`src/rtl/if_id_buffer.sv`:
```
// Fetch-to-decode queue: circular FIFO of {instr, pc, pc+4} with valid/ready on both sides.
// A full queue deasserts in_ready, which stalls the PC unit; flush empties the queue.
module if_id_buffer #(
   parameter int unsigned DEPTH     = 2,
   parameter logic [31:0] NOP_INSTR = 32'h0000_0000
) (
   input  logic                         clk,
   input  logic                         ReSet_n,
   input  logic                         in_valid,
   output logic                         in_ready,
   input  logic [31:0]                  in_instr,
   input  logic [31:0]                  in_pc,
   input  logic [31:0]                  in_pc_plus4,
   input  logic                         flush,
   output logic                         out_valid,
   input  logic                         out_ready,
   output logic [31:0]                  out_instr,
   output logic [31:0]                  out_pc,
   output logic [31:0]                  out_pc_plus4,
   output logic [$clog2(DEPTH):0]       count
);

   localparam int unsigned PTR_W = $clog2(DEPTH);
   localparam int unsigned CNT_W = PTR_W + 1;

   logic [31:0]      mem_instr_q    [DEPTH];
   logic [31:0]      mem_pc_q       [DEPTH];
   logic [31:0]      mem_pc_plus4_q [DEPTH];

   logic [PTR_W-1:0] wptr_q, wptr_d;
   logic [PTR_W-1:0] rptr_q, rptr_d;
   logic [CNT_W-1:0] count_q, count_d;
   logic [31:0]      out_instr_q, out_instr_d;
   logic [31:0]      out_pc_q, out_pc_d;
   logic [31:0]      out_pc_plus4_q, out_pc_plus4_d;

   logic             push, pop, push_en, pop_en;

   assign in_ready     = (count_q != CNT_W'(DEPTH));
   assign out_valid    = (count_q != '0);
   assign out_instr    = out_valid ? out_instr_q : NOP_INSTR;
   assign out_pc       = out_pc_q;
   assign out_pc_plus4 = out_pc_plus4_q;
   assign count        = count_q;

   always_comb begin
      push    = in_valid & in_ready;
      pop     = out_valid & out_ready;
      push_en = push & ~flush;
      pop_en  = pop & ~flush;

      wptr_d         = wptr_q;
      rptr_d         = rptr_q;
      count_d        = count_q;
      out_instr_d    = out_instr_q;
      out_pc_d       = out_pc_q;
      out_pc_plus4_d = out_pc_plus4_q;

      if (flush) begin
         wptr_d  = '0;
         rptr_d  = '0;
         count_d = '0;
      end else begin
         if (push_en) wptr_d = wptr_q + 1'b1;
         if (pop_en)  rptr_d = rptr_q + 1'b1;
         if (push_en && !pop_en)      count_d = count_q + 1'b1;
         else if (!push_en && pop_en) count_d = count_q - 1'b1;
      end

      // Head registers track the next-cycle head; the entry being pushed this
      // cycle is not in mem yet, so take it straight from the inputs.
      if (count_d != '0) begin
         if (push_en && (wptr_q == rptr_d)) begin
            out_instr_d    = in_instr;
            out_pc_d       = in_pc;
            out_pc_plus4_d = in_pc_plus4;
         end else begin
            out_instr_d    = mem_instr_q[rptr_d];
            out_pc_d       = mem_pc_q[rptr_d];
            out_pc_plus4_d = mem_pc_plus4_q[rptr_d];
         end
      end
   end

   always_ff @(posedge clk) begin
      if (push_en) begin
         mem_instr_q[wptr_q]    <= in_instr;
         mem_pc_q[wptr_q]       <= in_pc;
         mem_pc_plus4_q[wptr_q] <= in_pc_plus4;
      end
   end

   always_ff @(posedge clk or negedge ReSet_n) begin
      if (!ReSet_n) begin
         wptr_q         <= '0;
         rptr_q         <= '0;
         count_q        <= '0;
         out_instr_q    <= '0;
         out_pc_q       <= '0;
         out_pc_plus4_q <= '0;
      end else begin
         wptr_q         <= wptr_d;
         rptr_q         <= rptr_d;
         count_q        <= count_d;
         out_instr_q    <= out_instr_d;
         out_pc_q       <= out_pc_d;
         out_pc_plus4_q <= out_pc_plus4_d;
      end
   end

endmodule

```
`config.mk`:
```
export PLATFORM = sky130hd
export DESIGN_NAME = if_id_buffer
export DESIGN_NICKNAME = d
export VERILOG_FILES = /design/src/rtl/if_id_buffer.sv
export SDC_FILE = /design/constraint.sdc
export NUM_CORES = 1
export LEC_CHECK = 0
export ABC_AREA = 1
export CAP_MARGIN = 20
export CELL_PAD_IN_SITES_DETAIL_PLACEMENT = 1
export CELL_PAD_IN_SITES_GLOBAL_PLACEMENT = 1
export CORE_AREA = 4 4 184 186
export DETAILED_ROUTE_END_ITERATION = 7
export DIE_AREA = 0 0 188 190
export GPL_ROUTABILITY_DRIVEN = 0
export MAX_ROUTING_LAYER = met4
export PLACE_DENSITY_LB_ADDON = 0.1
export SLEW_MARGIN = 20
export SYNTH_ARGS = -nofsm -noshare
export SYNTH_HDL_FRONTEND = slang
export SYNTH_SLANG_ARGS = --single-unit
export TNS_END_PERCENT = 30
```
`constraint.sdc`:
```
create_clock -name clk -period 7.5 [get_ports clk]
set_input_delay 1.5 -clock clk [delete_from_list [all_inputs] [get_ports clk]]
set_output_delay 1.5 -clock clk [all_outputs]
set_load 0.02 [all_outputs]
```
==> results of run 1 <==
per-layer routing:
metal  vias up  global-route usage, %
li1       4892                      -
met5         -                      -
met4         0                  5.138
met1      5125                  27.79
met2       244                  38.85
met3        39                  3.431
metrics by stage:
step	util (%)	power [mW]	cell area (um2)
floorplan	-	2.983	13000
global placement	47.12	3.633	15210
detailed placement	47.12	3.656	15210
CTS	50.16	5.165	16200
global route	50.24	5.402	16220
finish	50.24	5.098	16220
worst reg2reg max path, delay by kind of cell, from the launching register on:
family                     cells  cell delay [ns]
and+or+nand+nor                7             2.16
DFF                            1             0.45
buffers and inverters          3             0.82
adders and majority gates      1             0.75
kinds of logic after synthesis:
kind of cell	synth area share, %
AOI/OAI and AO/OA	0.04817
and+or+nand+nor	30.90
DFF	63.62
adders and majority gates	0.1925
buffers and inverters	5.238
registers in the layout (all words and copies together), names as in the netlist:
register / count
count: 2
wptr_q: 1
rptr_q: 1
out_pc: 32
mem_pc_plus4_q: 64
out_pc_plus4: 32
mem_pc_q: 64
mem_instr_q: 64
out_instr_q: 32
cell usage in the layout, fill, tap and decap left out, drive strengths merged:
cell	Yosys	routed
clkinv	0	10
nor2	38	38
edfxtp	192	192
buf	63	17
clkdlybuf4s50	0	199
clkinvlp	0	2
nand2	589	589
diode	0	3
ha	2	2
inv	45	45
o22ai	1	1
bufinv	0	2
nand4	96	96
dfrtp	100	100
nand3	203	203
clkbuf	42	43
power by group through the flow:
stage                     registers, mW  clock network (mW)  logic (mW)
after floorplan                    2.33                   0       0.653
after global placement             2.17                   0        1.46
after detailed placement           2.17                   0        1.48
after CTS                          2.15                1.52        1.50
after global routing               2.18                1.60        1.63
final                              2.14                1.48        1.47
area by class of cell:
| cell class | count | area, um2 | area share [%] |
|---|---|---|---|
| inverter | 45 | 173.9 | 1.072 |
| timing repair buffer | 216 | 2132 | 13.14 |
| clock inverter | 14 | 121.4 | 0.7481 |
| antenna | 3 | 7.507 | 0.04627 |
| clock buffer | 43 | 860.8 | 5.306 |
| sequential | 292 | 8268 | 50.96 |
| tap | 442 | 553.0 | 3.409 |
| multi-input combinational | 929 | 4106 | 25.31 |
worst paths after layout:
check / to / startpoint / slack, ns / cells past startpoint
hold reg to reg: out_instr_q[16]$_DFFE_PN0P_ / out_instr_q[16]$_DFFE_PN0P_ / 0.51 / 2
max in group asynchronous: out_pc[13]$_DFFE_PN0P_ / ReSet_n / 5.25 / 2
setup / recovery: out_instr_q[9]$_DFFE_PN0P_ / flush / 2.87 / 11
setup reg to reg: out_instr_q[24]$_DFFE_PN0P_ / count[0]$_DFF_PN0_ / 3.26 / 11
hold / removal: out_instr_q[16]$_DFFE_PN0P_ / out_instr_q[16]$_DFFE_PN0P_ / 0.51 / 2
min in group asynchronous: out_instr_q[10]$_DFFE_PN0P_ / ReSet_n / 0.97 / 1
==> impl_metrics.ini, run 1 <==
[yosys]
yosysTopAreaCell = edfxtp_1
syn_area_per_cell_um2 = 9.478
synth_area_mm2 = 0.01299
synthFlopType = edfxtp_1
synth_cells = 1371
synth.most_common_cell = nand2_1
ys_seq_area_share_pct = 63.62
yosys-top-cells-area = edfxtp_1 44%, dfrtp_1 19%, nand2_1 17%
yosys_warnings = 0
synthArstFlopShare_pct = 34.25
synthTopCellsByCount = 583 x nand2_1, 198 x nand3_1, 192 x edfxtp_1, 100 x dfrtp_1, 96 x nand4_1
synth-edff-count = 192
syn-num-nets = 1474
synth_cell_types = 18
synth_top_cell_area_share_pct = 44.37
synth_seq_cells = 292

[floorplanning]
dieArea_mm2 = 0.03572
dieHeight_um = 190
start_util_pct = 40.25
dieWidth_um = 188
rows = 66
coreArea_mm2 = 0.03229
io_pins = 201

[clocking]
hold_buffers = 0
cts_sinks = 292
postCtsSetupRepairBufs = 0
ctsRootBufferMaster = clkbuf_16
cts_made_buffers = 31
path_clk_slew_ns = 0.06
htree_levels = 1
clk_latency_ns = 0.55
cts.path.max_buffers = 3
cts_resized = 0
tritoncts = done

[grt]
antenna_found_initial = 3
grt_pass1_wl_um = 62730
overflow = 0
grt_util_all_layers_pct = 22.35
grt_pass1_vias = 11395
grt_max_degree = 97

[drt]
post_drt_wl_per_cell_um = 19.77
dr.max_layer_used = met4
drt-pass1-iter-count = 5
first_iter_violations = 709
drc = 0
wl_um = 39220
m1WireLength_um = 17040
viasPerCell = 5.192
met2_length_um = 19860
num_vias = 10300
wl_met3_um = 1711
postRouteAntennaNets = 0

[timing]
min_period_over_period_pct = 61.79
setup_viol = 0
hold_violations = 0
rsz0062_at_grt = no
skew_ns = 0.009106
hold_ws_ns = 0.5093
totalNegativeSetupSlack_ns = 0
tightest_slew_ns = 0.9642
maxSlewViolCount = 0
max_freq_ghz = 0.2158
layout_min_cycle_time_ns = 4.634
slew_headroom_pct = 35.72
finalWorstSetupSlack_ns = 2.866

[cells_and_area]
nets = 1618
drive_gt1_share_pct = 5.263
syn_to_final_growth_pct = 24.84
final_cell_count_no_fill = 1984
fill_cells = 3624

[critical_path]
cpPeakStageDelay_ns = 0.83
setup.worst_path.start_class = input pin
path_cells = clkdlybuf4s50_1 > inv_4 > buf_4 > nand3_4 > buf_4 > nand2_1 > nand2_1 > nand2_1 > nand2_1 > nand2_1 > nand2_1
cp-end-kind = register
cp.arrival_ns = 5.06
required_ns = 7.93
crit_family = buffers and inverters
critPathMaxFanout = 71
crit_buf_inv = 4
slowest_stage = nand3_4
cpMostUsedCell = nand2_1
worst-setup-path-type = input pin to register

[placed_design]
dp_hpwl_um = 22630
post-place-cells = 1923
port_buffers = 200
pre_cts_ws_ns = 2.295

[power_and_ir_drop]
power-per-cell-area_mw_per_mm2 = 314.2
p_sw_share_pct = 32.44
internal_power_mw = 3.444
p_leak_nw = 7.097
power.switching_mw = 1.654
pwr-share-clk_pct = 29.1
comb_power_share_pct = 28.9
p_seq_share_pct = 42.0
vdd_ir_drop_max_mv = 0.1912

[flow_run]
drv_cap = 0

[worst_hold_path]
hp-class = register to register

[outcome]
status = finished clean
No activity file was read; power rests on OpenSTA's default activity.
==> inputs of run 2 (changes only) <==
Settings changed: CORE_AREA 4 4 184 186 to 4 4 193 195, DIE_AREA 0 0 188 190 to 0 0 197 199.
Clock period 7.5 ns to 3.7 ns, I/O delays scaled along.
==> run 2 against run 1 <==
- count of clock-buffer cells in the layout grew 11
- worst hold slack worse by 0.19 ns
- design area up 2.0%
- routed wire length up 5.3%
==> impl_metrics.ini, run 2 (synthesized netlist as in run 1, its figures left out) <==
[floorplanning]
rows = 69
io_pins = 201
dieWidth_um = 197
coreArea_mm2 = 0.03540
dieArea_mm2 = 0.03920
dieHeight_um = 199
start_util_pct = 36.71

[drt]
post_drt_wl_per_cell_um = 20.48
first_iter_violations = 513
num_vias = 10418
drc = 0
postRouteAntennaNets = 0
drt-pass1-iter-count = 5
wl_um = 41310
viasPerCell = 5.165

[critical_path]
slowest_stage = clkdlybuf4s50_1
required_ns = 2.96
worst-setup-path-type = register to output port
cpPeakStageDelay_ns = 0.62
setup.worst_path.start_class = register
critPathMaxFanout = 31
cp-end-kind = output port
cp.arrival_ns = 2.41
r2r_cells = 12
path_cells = inv_1 > ha_2 > buf_4 > inv_2 > clkdlybuf4s50_1

[placed_design]
pre_cts_ws_ns = 0.8116
post-place-cells = 1951
port_buffers = 200
dp_hpwl_um = 22590
placed_cell_area_mm2 = 0.01547

[timing]
layout_min_cycle_time_ns = 3.149
finalWorstSetupSlack_ns = 0.5506
setup_viol = 0
tightest_slew_ns = 0.9232
max_freq_ghz = 0.3175
skew_ns = 0.01247
maxSlewViolCount = 0
min_period_over_period_pct = 85.12
hold_violations = 0
rsz0062_at_grt = no
hold_ws_ns = 0.3151
totalNegativeSetupSlack_ns = 0
slew_headroom_pct = 38.45

[power_and_ir_drop]
power-per-cell-area_mw_per_mm2 = 643.1
pwr-share-clk_pct = 30.4
comb_power_share_pct = 28.6
p_leak_nw = 7.229
power.switching_mw = 3.439
vdd_ir_drop_max_mv = 0.3409
internal_power_mw = 7.208
power_mw = 10.65
p_sw_share_pct = 32.30
p_seq_share_pct = 41.0

[cells_and_area]
syn_to_final_growth_pct = 27.39
reg_top3 = mem_instr_q (64), mem_pc_plus4_q (64), mem_pc_q (64)
final_cell_count_no_fill = 2017
final_util_pct = 46.77
fill_cells = 4014
final_common_cell = nand2_1
final_cell_area_mm2 = 0.01655
nets = 1629
final_cell_mix = 583 x nand2_1, 199 x clkdlybuf4s50_1, 198 x nand3_1, 192 x edfxtp_1, 100 x dfrtp_1
drive_gt1_share_pct = 5.806

[grt]
grt_max_degree = 98
overflow = 0
grt_pass1_wl_um = 65320
grt_util_all_layers_pct = 21.63
antenna_found_initial = 5
grt_pass1_vias = 11111

[clocking]
tritoncts = done
cts.path.max_buffers = 3
cts_resized = 0
hold_buffers = 0
postCtsSetupRepairBufs = 0
clk_latency_ns = 0.50
path_clk_slew_ns = 0.06
htree_levels = 2
ctsRootBufferMaster = clkbuf_16
cts_sinks = 292
cts_made_buffers = 34

[worst_hold_path]
hp-class = input pin to asynchronous set/reset pin

[flow_run]
drv_cap = 0

[outcome]
status = finished clean
run 2: cell count changes in the layout (fill, tap and decap cells not counted), moves of 3 or more:
| cell | previous run | this run |
|---|---|---|
| buf_12 | 1 | 13 |
| clkbuf_1 | 8 | 13 |
| clkinv_2 | 7 | 2 |
| buf_4 | 16 | 12 |
| clkbuf_16 | 31 | 35 |
| clkinv_1 | 3 | 0 |
| diode_2 | 3 | 6 |
run 2: final timing paths:
path / startpoint / end / slack [ns]
min in group clk: out_pc_plus4[23]$_DFFE_PN0P_ / out_pc_plus4[23]$_DFFE_PN0P_ / 0.51
max reg2reg: count[0]$_DFF_PN0_ / out_pc[7]$_DFFE_PN0P_ / 0.97
min: ReSet_n / out_instr_q[5]$_DFFE_PN0P_ / 0.32
max in group asynchronous: ReSet_n / out_pc[28]$_DFFE_PN0P_ / 2.57
max: count[0]$_DFF_PN0_ / out_valid / 0.55
min reg2reg: out_pc_plus4[23]$_DFFE_PN0P_ / out_pc_plus4[23]$_DFFE_PN0P_ / 0.51
run 2: layer usage:
metal  vias to the layer above  GRT usage, %  share of wire, %
met5                         -             -                 0
met4                         0         4.058               1.5
met3                        47         4.827               5.9
met2                       219         35.80                49
met1                      5220         27.82                44
li1                       4932             -                 -
run 2: area by class of cell:
type                            instances  area (um2)  share of cell area [%]
Sequential cell                       292        8268                   49.94
Multi-Input combinational cell        929        4106                   24.81
Timing Repair Buffer                  224        2342                   14.15
Clock buffer                           54        1007                   6.084
Tap cell                              461       576.8                   3.484
Inverter                               45       173.9                   1.051
Clock inverter                          6       65.06                  0.3930
Antenna cell                            6       15.01                 0.09070
run 2: critical path, delay by kind of cell, from the launching register on:
kind	cells	cell delay [ns]
buffers and inverters	4	1.26
adder cells (fa/ha/maj)	1	0.24
flip-flops	1	0.42
run 2: power by group through the flow:
stage	logic (mW)	registers, mW	clock network [mW]
finish	3.05	4.36	3.24
global route	3.37	4.43	3.48
CTS	3.11	4.37	3.34
detailed placement	3.09	4.42	0
global placement	3.05	4.42	0
floorplan	1.33	4.71	0
==> inputs of run 3 (changes only) <==
Settings changed: SKIP_LAST_GASP set to 1.
==> results of run 3 <==
The final DEF is identical to that of run 2; final timing and power are the same.
